==> src/rtl/seg_scan2.sv <==
// Two-digit multiplexed seven-segment driver: commits a BCD pair at frame boundaries and
// scans it onto an active-low segment bus with blank gaps, leading-zero blanking and blink.
module seg_scan2 #(
  parameter int unsigned SCAN_DIV     = 50000,
  parameter int unsigned GAP          = 500,
  parameter int unsigned BLINK_FRAMES = 25
) (
  input  logic       clk,
  input  logic       rst_n,
  input  logic [3:0] bcd1,
  input  logic [3:0] bcd0,
  input  logic       load,
  input  logic       blank_lz,
  input  logic       blink,
  output logic [6:0] seg,
  output logic [1:0] dig_en,
  output logic       frame_tick
);

  localparam int unsigned CntMax = (SCAN_DIV > GAP) ? SCAN_DIV : GAP;
  localparam int unsigned CntW   = (CntMax > 1) ? $clog2(CntMax) : 1;
  localparam int unsigned BfW    = (BLINK_FRAMES > 1) ? $clog2(BLINK_FRAMES) : 1;

  localparam logic [6:0] SegOff  = 7'h7F;
  localparam logic [6:0] SegDash = 7'h3F;

  typedef enum logic [1:0] {
    StBlank0,
    StShow0,
    StBlank1,
    StShow1
  } state_e;

  state_e          state_q, state_d;
  logic [CntW-1:0] cnt_q, cnt_d;
  logic [3:0]      pend1_q, pend1_d, pend0_q, pend0_d;
  logic [3:0]      disp1_q, disp1_d, disp0_q, disp0_d;
  logic [BfW-1:0]  bcnt_q, bcnt_d;
  logic            vis_q, vis_d;
  logic [6:0]      seg_q, seg_d;
  logic [1:0]      dig_q, dig_d;
  logic            tick_q, tick_d;
  logic            last;
  logic            commit;
  logic            err;
  logic            lz;

  function automatic logic [6:0] decode(input logic [3:0] d);
    logic [6:0] s;
    case (d)
      4'd0:    s = 7'h40;
      4'd1:    s = 7'h79;
      4'd2:    s = 7'h24;
      4'd3:    s = 7'h30;
      4'd4:    s = 7'h19;
      4'd5:    s = 7'h12;
      4'd6:    s = 7'h02;
      4'd7:    s = 7'h78;
      4'd8:    s = 7'h00;
      4'd9:    s = 7'h10;
      default: s = SegDash;
    endcase
    return s;
  endfunction

  always_comb begin
    state_d = state_q;
    cnt_d   = cnt_q - CntW'(1);
    commit  = 1'b0;
    last    = (cnt_q == '0);
    if (last) begin
      unique case (state_q)
        StBlank0: begin
          state_d = StShow0;
          cnt_d   = CntW'(SCAN_DIV - 1);
        end
        StShow0: begin
          state_d = StBlank1;
          cnt_d   = CntW'(GAP - 1);
        end
        StBlank1: begin
          state_d = StShow1;
          cnt_d   = CntW'(SCAN_DIV - 1);
        end
        StShow1: begin
          state_d = StBlank0;
          cnt_d   = CntW'(GAP - 1);
          commit  = 1'b1;
        end
        default: begin
          state_d = StBlank0;
          cnt_d   = CntW'(GAP - 1);
        end
      endcase
    end
  end

  always_comb begin
    pend1_d = load ? bcd1 : pend1_q;
    pend0_d = load ? bcd0 : pend0_q;
    // The commit takes the pending pair as it stood before this edge's load.
    disp1_d = commit ? pend1_q : disp1_q;
    disp0_d = commit ? pend0_q : disp0_q;
    bcnt_d  = bcnt_q;
    vis_d   = vis_q;
    if (!blink) begin
      bcnt_d = '0;
      vis_d  = 1'b1;
    end else if (commit) begin
      if (bcnt_q == BfW'(BLINK_FRAMES - 1)) begin
        bcnt_d = '0;
        vis_d  = ~vis_q;
      end else begin
        bcnt_d = bcnt_q + BfW'(1);
      end
    end
  end

  assign err = (disp0_d == 4'hF);
  assign lz  = blank_lz && (disp1_d == 4'd0) && (disp0_d <= 4'd9);

  // Outputs are re-evaluated only on state transitions, so they hold steady within a state.
  always_comb begin
    seg_d  = seg_q;
    dig_d  = dig_q;
    tick_d = commit;
    if (last) begin
      seg_d = SegOff;
      dig_d = 2'b11;
      unique case (state_d)
        StShow0: begin
          if (vis_d) begin
            dig_d = 2'b10;
            seg_d = err ? SegDash : decode(disp0_d);
          end
        end
        StShow1: begin
          if (vis_d && !lz) begin
            dig_d = 2'b01;
            seg_d = err ? SegDash : decode(disp1_d);
          end
        end
        default: ;
      endcase
    end
  end

  always_ff @(posedge clk or negedge rst_n) begin
    if (!rst_n) begin
      state_q <= StBlank0;
      cnt_q   <= CntW'(GAP - 1);
      pend1_q <= '0;
      pend0_q <= '0;
      disp1_q <= '0;
      disp0_q <= '0;
      bcnt_q  <= '0;
      vis_q   <= 1'b1;
      seg_q   <= SegOff;
      dig_q   <= 2'b11;
      tick_q  <= 1'b0;
    end else begin
      state_q <= state_d;
      cnt_q   <= cnt_d;
      pend1_q <= pend1_d;
      pend0_q <= pend0_d;
      disp1_q <= disp1_d;
      disp0_q <= disp0_d;
      bcnt_q  <= bcnt_d;
      vis_q   <= vis_d;
      seg_q   <= seg_d;
      dig_q   <= dig_d;
      tick_q  <= tick_d;
    end
  end

  assign seg        = seg_q;
  assign dig_en     = dig_q;
  assign frame_tick = tick_q;

endmodule

==> config.mk <==
export PLATFORM = sky130hd
export DESIGN_NAME = seg_scan2
export DESIGN_NICKNAME = d
export VERILOG_FILES = /design/src/rtl/seg_scan2.sv
export SDC_FILE = /design/constraint.sdc
export NUM_CORES = 1
export LEC_CHECK = 0
export CAP_MARGIN = 20
export CORE_MARGIN = 2
export CORE_UTILIZATION = 53
export DETAILED_ROUTE_END_ITERATION = 10
export PLACE_DENSITY = 0.74
export SYNTH_ARGS = -nofsm -noshare
export SYNTH_HDL_FRONTEND = slang
export SYNTH_SLANG_ARGS = --single-unit
==> constraint.sdc <==
create_clock -name clk -period 3.5 [get_ports clk]
set_input_delay 0.7 -clock clk [delete_from_list [all_inputs] [get_ports clk]]
set_output_delay 0.7 -clock clk [all_outputs]
set_load 0.02 [all_outputs]
==> flow_summary.ini <==
[place]
io_buffers = 22
gp_congestion = 0.979
hpwl_um = 4640
placed_cells = 382

[min_path]
hp-class = input pin to async pin

[logic_synthesis]
synth_edf_count = 0
yosysSeqAreaShare_pct = 43.7
synthFlopType = dfrtp_1
synth_top_area_cell = dfrtp_1
syn-instance-count = 292
avgSynthCellArea_um2 = 9.98
async_reset_ff_share_pct = 100
synth_area_mm2 = 0.00291
synth_fp_nets = 323
yosys_warnings = 0
yosysUniqueCellTypes = 56
synth_top_cells_by_area = dfrtp_1 28%, dfstp_2 15%, ha_1 7.7%, nor2_1 3.9%, a21oi_1 3.8%
synth_top_area_share_pct = 28.3
synth-seq-cells = 50

[route]
via_per_inst = 5.70
wire_per_inst_um = 16.6
vias = 2223
drc_errors = 0
postRouteAntennaNets = 0
firstDrtPassIters = 4
wl_um = 6460
drt-initial-drc-count = 126

[power]
power_mw = 1.05
powerDensity_mw_per_mm2 = 314
ir_worst_vdd_uv = 231
p_leak_nw = 1.44

[critical_path]
crit_fanout = 19
crit_path_top_delay_cell = dfstp_2
worst-path-buf-inv = 1
crit_arrival_ns = 3.52
crit_family = simple AND/OR/NAND/NOR gates
cp_num_cells = 13
crit_required_ns = 3.72
path_common_cell = ha_1
critPathMaxStageDelay_ns = 0.56
crit_type = flop to flop
startpoint_type = flop
worstSetupEndpointType = flop
worst-r2r-setup-slack_ns = 0.20
r2r_cells = 13
crit_chain = inv_1 > ha_1 > nor4b_2 > and4_1 > nand2_8 > mux2i_4 > ha_1 > o21bai_1 > a2111oi_1 > mux2i_1 > nand4_1 > nor2_2 > a211oi_1

[clock_network]
cts-resized-gates = 0
cts_tree = built
cts_buffers = 5
clkLatencyLatePin_ns = 0.30
htree_levels = 2
root_buffer = clkbuf_8
cts_setup_buffers = 0
clock-sinks = 50
cts_buffer_depth = 2
clk_pin_slew_worst_paths_ns = 0.10
cts_hold_buf = 0

[finish]
nets = 350
num_antenna_cells = 0
syn_to_final_growth_pct = 15.2
fin_cells = 390
drive_gt1_share_pct = 19.1

[floorplanning]
die_y_um = 78.2
core_area_mm2 = 0.00520
dieWidth_um = 78.2
start_util_pct = 56.0
io_pins = 23
die_area_mm2 = 0.00611
rows = 26

[sta]
setup_viol = 0
drv_slew = 0
relSlewSlack_pct = 50.7
clock_skew_ns = 0.00817
fin_tns_setup_ns = 0
fin_crit_ns = 3.30
hold_violations = 0
tightest_slew_ns = 0.739
finalCritPeriodShare_pct = 94.3
max_freq_mhz = 303
timing.hold.ws_ns = 0.446

[global_route]
antenna_found_initial = 0
overflow = 0
grt_max_degree = 35
grt_pass1_wl_um = 10600
grtUsageTotal_pct = 22.1
grt_pass1_vias = 2174

[outcome]
outcome = completed

[job]
drv_cap = 0
## placed cells by master, fill, tap and decap left out, types with 3 or more instances in the layout
| cell type | n |
|---|---|
| a21oi_1 | 22 |
| and3_1 | 5 |
| buf_4 | 6 |
| mux2i_4 | 3 |
| clkbuf_8 | 5 |
| xor2_1 | 6 |
| nor2_1 | 29 |
| nor3_1 | 6 |
| nor3b_1 | 3 |
| clkinv_2 | 3 |
| nand2_1 | 18 |
| dfrtp_1 | 33 |
| nor2b_1 | 4 |
| o21ai_0 | 20 |
| or3_1 | 4 |
| ha_1 | 18 |
| o31ai_1 | 3 |
| dfstp_2 | 17 |
| nand3_1 | 9 |
| mux2i_1 | 4 |
| a31oi_1 | 5 |
| xnor2_1 | 5 |
| clkdlybuf4s50_1 | 21 |
| nand4_1 | 4 |
| inv_1 | 15 |
| mux2_2 | 9 |
## power breakdown
group / switching [mW] / internal, mW / leakage [nW]
logic: 0.0198 / 0.0246 / 0.797
clock network: 0.196 / 0.211 / 0.0579
registers: 0.0138 / 0.588 / 0.588
total: 0.230 / 0.823 / 1.44
## layout make-up
class	instances	area, um^2
fillers	441	1850
repair buffers	28	260
clock buffers	5	68.8
inverters	17	65.1
well taps	70	87.6
multi-input cells	217	1560
flip-flops and latches	50	1270
clock inverters	3	40.0
## flip-flops by register name (all words and copies together), names as in the netlist
name / cells
cnt_q: 16
seg: 7
bcnt_q: 5
disp0_q: 4
disp1_q: 4
pend0_q: 4
pend1_q: 4
dig_en: 2
state_q: 2
frame_tick: 1
vis_q: 1
## layer usage
layer  wire length [um]  share of wire (%)  global-route usage, %  vias up
met4                109                1.7                   7.54        0
met3                240                3.7                   3.79       12
met5                  0                  0                      0        -
li1                   -                  -                      -     1093
met1               2830                 44                   29.6     1061
met2               3270                 51                   36.6       57
## path summary, 6_finish.rpt
| kind | start | to |
|---|---|---|
| setup / recovery | cnt_q[0]$_DFF_PN1_ | seg[5]$_DFFE_PN1N_ |
| hold / removal | rst_n | state_q[1]$_DFF_PN0_ |
| setup reg to reg | cnt_q[0]$_DFF_PN1_ | seg[5]$_DFFE_PN1N_ |
| hold reg to reg | cnt_q[0]$_DFF_PN1_ | cnt_q[0]$_DFF_PN1_ |
| max in group asynchronous | rst_n | dig_en[0]$_DFFE_PN1N_ |
| min in group clk | cnt_q[0]$_DFF_PN1_ | cnt_q[0]$_DFF_PN1_ |
## kinds of logic (layout without fill, tap and decap cells)
logic type,count (synthesis),count (layout),share of synthesized area [%]
compound gates,72,72,15.7
buf+inv,25,53,3.91
simple gates,100,100,19.4
xor+xnor,11,11,3.31
fa+ha+maj,18,18,7.73
flops,50,50,43.7
mux,16,16,6.31
## cell usage after synthesis (6+ instances only)
cell type and n:
nor2_1 30, nand2_1 18, mux2_2 9, a21oi_1 22
xor2_1 6, ha_1 18, o21ai_0 20, nor3_1 6
inv_1 15, dfstp_2 17, dfrtp_1 33, mux2i_1 6
nand3_1 9
## stage by stage
| step | instance area (um^2) | worst slack (ns) | util [%] |
|---|---|---|---|
| floorplan | 2910 | 0.151 | - |
| global route | 3360 | -0.0159 | 64.5 |
| CTS | 3320 | 0.0610 | 63.8 |
| global placement | 3210 | 0.263 | 61.7 |
| finish | 3360 | 0.200 | 64.5 |
| detailed placement | 3210 | 0.114 | 61.7 |
Power figures use the tool's default switching activity.
